$ cat src/rtl/pwm_ramp_ctrl.sv
`default_nettype none
// ============================================================================
// Module  : pwm_ramp_ctrl
// Brief   : Per-channel duty-cycle ramp sequencer sharing one add/subtract
//           unit across channels in an interval-timed round-robin sweep.
//           Optional IRQ status/ports enabled by defining PWM_RAMP_IRQ_EN.
// Revision: 1.0 - initial release
// ============================================================================
module pwm_ramp_ctrl #(
    parameter int NUM_CHANNELS = 4,
    parameter int REG_WIDTH    = 16
) (
    input  logic                              i_clk,
    input  logic                              i_resetn,
    input  logic                              i_enable,
    input  logic [NUM_CHANNELS*REG_WIDTH-1:0] i_target,
    input  logic [NUM_CHANNELS-1:0]           i_start,
    input  logic [REG_WIDTH-1:0]              i_step,
    input  logic [REG_WIDTH-1:0]              i_interval,
`ifdef PWM_RAMP_IRQ_EN
    input  logic [NUM_CHANNELS-1:0]           i_irq_clr,
    output logic                              o_irq,
`endif
    output logic [NUM_CHANNELS*REG_WIDTH-1:0] o_duty,
    output logic [NUM_CHANNELS-1:0]           o_busy,
    output logic [NUM_CHANNELS-1:0]           o_done
);

    localparam int IDX_W = (NUM_CHANNELS > 1) ? $clog2(NUM_CHANNELS) : 1;
    localparam logic [IDX_W-1:0] LAST_IDX = IDX_W'(NUM_CHANNELS - 1);

    typedef enum logic [0:0] {
        IDLE = 1'b0,
        SCAN = 1'b1
    } state_t;

    state_t                  state;
    logic [IDX_W-1:0]        idx;
    logic                    pending;
    logic [REG_WIDTH-1:0]    cnt;
    logic [REG_WIDTH-1:0]    cur [NUM_CHANNELS];
    logic [REG_WIDTH-1:0]    tgt [NUM_CHANNELS];
    logic [NUM_CHANNELS-1:0] busy;
    logic [NUM_CHANNELS-1:0] done;

    logic                    strobe;
    logic [REG_WIDTH-1:0]    sel_cur;
    logic [REG_WIDTH-1:0]    sel_tgt;
    logic [REG_WIDTH-1:0]    stepped;
    logic [REG_WIDTH:0]      diff;
    logic [REG_WIDTH:0]      mag;
    logic                    up;
    logic                    finish;

    assign strobe = (cnt == i_interval);

    // Shared arithmetic for the channel in the current slot; the extra
    // difference bit gives the direction without any overflow.
    always_comb begin
        sel_cur = cur[idx];
        sel_tgt = tgt[idx];
        diff    = {1'b0, sel_tgt} - {1'b0, sel_cur};
        up      = ~diff[REG_WIDTH];
        mag     = up ? diff : -diff;
        finish  = (i_step == '0) || (mag <= {1'b0, i_step});
        stepped = up ? (sel_cur + i_step) : (sel_cur - i_step);
    end

    always_ff @(posedge i_clk or negedge i_resetn) begin
        if (!i_resetn) begin
            state   <= IDLE;
            idx     <= '0;
            pending <= 1'b0;
            cnt     <= '0;
            busy    <= '0;
            done    <= '0;
            for (int c = 0; c < NUM_CHANNELS; c++) begin
                cur[c] <= '0;
                tgt[c] <= '0;
            end
        end else if (!i_enable) begin
            state   <= IDLE;
            idx     <= '0;
            pending <= 1'b0;
            cnt     <= '0;
            busy    <= '0;
            done    <= '0;
            for (int c = 0; c < NUM_CHANNELS; c++) begin
                cur[c] <= '0;
            end
        end else begin
            done <= '0;
            cnt  <= strobe ? '0 : cnt + 1'b1;
            for (int c = 0; c < NUM_CHANNELS; c++) begin
                if (i_start[c]) begin
                    tgt[c]  <= i_target[c*REG_WIDTH +: REG_WIDTH];
                    busy[c] <= 1'b1;
                end
            end
            case (state)
                IDLE: begin
                    if (strobe || pending) begin
                        state   <= SCAN;
                        idx     <= '0;
                        pending <= 1'b0;
                    end
                end
                SCAN: begin
                    if (strobe) begin
                        pending <= 1'b1;
                    end
                    // A start landing on this channel's slot takes priority.
                    if (busy[idx] && !i_start[idx]) begin
                        if (finish) begin
                            cur[idx]  <= sel_tgt;
                            busy[idx] <= 1'b0;
                            done[idx] <= 1'b1;
                        end else begin
                            cur[idx] <= stepped;
                        end
                    end
                    if (idx == LAST_IDX) begin
                        state <= IDLE;
                    end else begin
                        idx <= idx + 1'b1;
                    end
                end
                default: state <= IDLE;
            endcase
        end
    end

`ifdef PWM_RAMP_IRQ_EN
    logic [NUM_CHANNELS-1:0] irq_status;
    logic [NUM_CHANNELS-1:0] status_nxt;

    // Set from the done pulse beats a simultaneous write-1-to-clear.
    assign status_nxt = (irq_status & ~i_irq_clr) | done;

    always_ff @(posedge i_clk or negedge i_resetn) begin
        if (!i_resetn) begin
            irq_status <= '0;
            o_irq      <= 1'b0;
        end else if (!i_enable) begin
            irq_status <= '0;
            o_irq      <= 1'b0;
        end else begin
            irq_status <= status_nxt;
            o_irq      <= |status_nxt;
        end
    end
`endif

    for (genvar c = 0; c < NUM_CHANNELS; c++) begin : g_pack
        assign o_duty[c*REG_WIDTH +: REG_WIDTH] = cur[c];
    end

    assign o_busy = busy;
    assign o_done = done;

endmodule
`default_nettype wire

$ cat config.mk
export PLATFORM = sky130hd
export DESIGN_NAME = pwm_ramp_ctrl
export DESIGN_NICKNAME = d
export VERILOG_FILES = /design/src/rtl/pwm_ramp_ctrl.sv
export SDC_FILE = /design/constraint.sdc
export NUM_CORES = 1
export LEC_CHECK = 0
export ABC_AREA = 1
export BUFFER_PORTS_ARGS = -buffer_cell sky130_fd_sc_hd__buf_2
export CAP_MARGIN = 40
export CORE_UTILIZATION = 45
export DETAILED_ROUTE_END_ITERATION = 10
export GPL_ROUTABILITY_DRIVEN = 0
export GPL_TIMING_DRIVEN = 0
export PLACE_DENSITY = 0.75
export SKIP_CTS_REPAIR_TIMING = 1
export SYNTH_ARGS = -nofsm -noshare
export SYNTH_HDL_FRONTEND = slang
export SYNTH_SLANG_ARGS = --single-unit
$ cat constraint.sdc
create_clock -name i_clk -period 6.6 [get_ports i_clk]
set_input_delay 1.98 -clock i_clk [delete_from_list [all_inputs] [get_ports i_clk]]
set_output_delay 1.98 -clock i_clk [all_outputs]
set_load 0.1 [all_outputs]
==> results.txt <==
Vias in the first global route = 9,556
Slowest cell on the critical path = o21ai_0
Final Cycle Share = 95.2%
Starting DRT DRC Count = 862
Initial antenna violation count = 0
Starting Density = 45.9%
Clock Power Share = 31.2%
Largest net degree at the start of global routing = 89
Syn Inst Count = 1,332
Clk_skew = 0.0145 ns
Final Setup Violations = 0
Syn nets = 1,491
Highest Signal Layer = met4
Gate power share = 34.9%
Cell Rows = 55
I/O Buffers = 174
Slew @ Worst Pin = 0.700 ns
Non-filler cells, final = 1,823
Critical Path Most Common Cell = nand2_1
Met2 WL = 14,500 um
Worst EP arrival = 6.66 ns
I/O pin count = 175
VDD IR max = 177 uV
CP endpoint kind = register
CTS tree = done
RSZ-0062 raised after global routing = false
Total gr overflow = 0
Core box area = 0.0226 mm2
Via-per-instance ratio = 5.58
Detailed Routing Iterations Pass 1 = 5
CP max stage delay = 0.56 ns
H-tree levels = 4
Worst setup SP type = register
Sw Share = 38.5%
Sequential share of power = 33.9%
CTS clk-pin slew, worst paths = 0.07 ns
Switch Pwr = 1190 uW
Tmin final = 6.29 ns
Diode count = 0
Mean routed wirelength per cell = 17.2 um
Worst min path class = reg2reg
DPL Wire Length = 24,300 um
Nets = 1,684
Status = complete, no violations
Slew HR = 53.2%
Routed Antenna Nets = 0
Max_cap viols = 0
Die height = 154 um
Required @ worst endpoint = 6.98 ns
DR vias = 10.2k
Max Fclk = 0.159 GHz
Fin. Hold Viols = 0
Tot GR Track Use = 26.9%
Met3 WL = 2700 um
Max Slew Vio Count = 0
Met1 WL = 13,400 um
Final WL = 31,400 um
Most frequent cells in the layout = nand2_1, buf_2, dfrtp_1
Sequential cell area = 0.00390 mm2
Total CTS buffers = 17
Clk_lat worst skew = 0.44 ns
Share of cells above drive strength 1 = 22.3%
Total area of multi-input combinational cells = 0.00581 mm2
R2r setup slk = 0.31 ns
Setup CP Type = reg2reg
CTS root buf = clkbuf_16
Post-Place Worst Slack = -0.115 ns
Power Total = 3100 uW
Register bit total from synthesis = 156
Most common cell after layout, fill and taps aside = nand2_1
P&R area growth vs syn = 17.7%
Clk buf depth = 2
FILL cells = 2,115
Internal = 1900 uW
Synth cell types = 47
Hold slack = 0.487 ns
Seq/Total Area, Yosys = 37.6%
Worst Setup Slack, final = 0.315 ns
Leak = 0.00642 uW
First-pass GRT wire length = 49,900 um
Largest fanout on the critical path = 10
Die width = 154 um
Placed cell count = 1,792
Die area = 0.0237 mm2
P per Cell Area = 253 mW/mm2
Ys Warns = 0
Syn_area_per_cell = 7.80 um2
Detailed-route DRC error count = 0
Clock Sinks = 156
Layout Utilization = 54.0%
Cell Area, Synth = 0.0104 mm2
-- layout make-up --
type / count / share of cell area [%]
inverters: 128 / 3.93
clock inverters: 13 / 0.983
clock buffers: 19 / 3.62
flip-flops and latches: 156 / 31.9
plain buffers: 42 / 1.70
multi-input cells: 1005 / 47.5
repair buffers: 175 / 7.40
well taps: 285 / 2.92
-- metrics by stage --
step                      TNS, ns  area, um2
after global routing            0      12200
after detailed placement    -3.87      11600
after global placement      -1.18      11600
final                           0      12200
after floorplan                 0      10400
after CTS                   -7.63      12200
-- kinds of logic (layout without fill, tap and decap cells) --
group	count (synthesis)	after routing	synth area share [%]
simple gates	665	665	27.8
buf+inv	171	377	6.52
compound gates	160	160	9.15
flops	156	156	37.6
mux	64	64	6.94
xor+xnor	60	60	5.13
fa+ha+maj	56	56	6.89
-- sequential cells by signal (all words and copies together) (netlist names) --
name     cells
o_duty      64
pending      1
cnt         16
idx          2
state        1
tgt         64
o_done       4
o_busy       4
-- routing by layer --
layer  GRT usage, %  up-vias
met4           10.4        0
met1           36.2     4827
met5              0        -
li1               -     4776
met2           43.1      502
met3           4.99       72
-- cells in the mapped netlist (all sizes together) --
cell type / instances / area, um2
a211oi: 2 / 15.0
a21boi: 1 / 7.51
a21o: 2 / 15.0
a21oi: 68 / 344
a31o: 1 / 8.76
a31oi: 5 / 31.3
a32o: 1 / 10.0
a32oi: 24 / 210
and2: 1 / 6.26
buf: 10 / 72.6
clkbuf: 33 / 124
dfrtp: 156 / 3900
fa: 2 / 40.0
ha: 54 / 676
inv: 128 / 480
mux2: 64 / 721
nand2: 434 / 1710
nand3: 89 / 505
nand3b: 8 / 60.1
nand4: 12 / 75.1
nor2: 89 / 352
nor3: 20 / 100
nor3b: 3 / 22.5
nor4: 8 / 50.1
o2111ai: 1 / 8.76
o211ai: 2 / 15.0
o21a: 1 / 7.51
o21ai: 42 / 210
o21bai: 1 / 7.51
o221ai: 1 / 8.76
o22ai: 7 / 43.8
o31ai: 1 / 7.51
or2: 1 / 6.26
xnor2: 12 / 105
xor2: 48 / 428
-- critical path, delay by kind of cell (launching register included) --
kind / cells / cell delay (ns)
xor+xnor: 1 / 0.13
compound gates: 6 / 1.90
simple gates: 13 / 1.36
flops: 1 / 0.46
buf+inv: 7 / 1.70
fa+ha+maj: 2 / 0.65
-- power groups by stage --
stage                     Sequential [uW]  Clock [uW]  Combinational [uW]
after floorplan                      1070           0                 768
after global placement               1060           0                1030
after detailed placement             1070           0                1060
after CTS                            1050         965                1060
after global routing                 1060        1010                1190
final                                1050         966                1080
-- path summary, 6_finish.rpt --
path / cells after the start / to / from
max: 29 / o_duty[59] / idx[0]
min: 2 / pending / pending
max reg2reg: 29 / o_duty[59] / idx[0]
min reg2reg: 2 / pending / pending
max in group asynchronous: 2 / o_duty[37] / i_resetn
min in group asynchronous: 1 / tgt[10] / i_resetn
No activity file was read; power rests on OpenSTA's default activity.
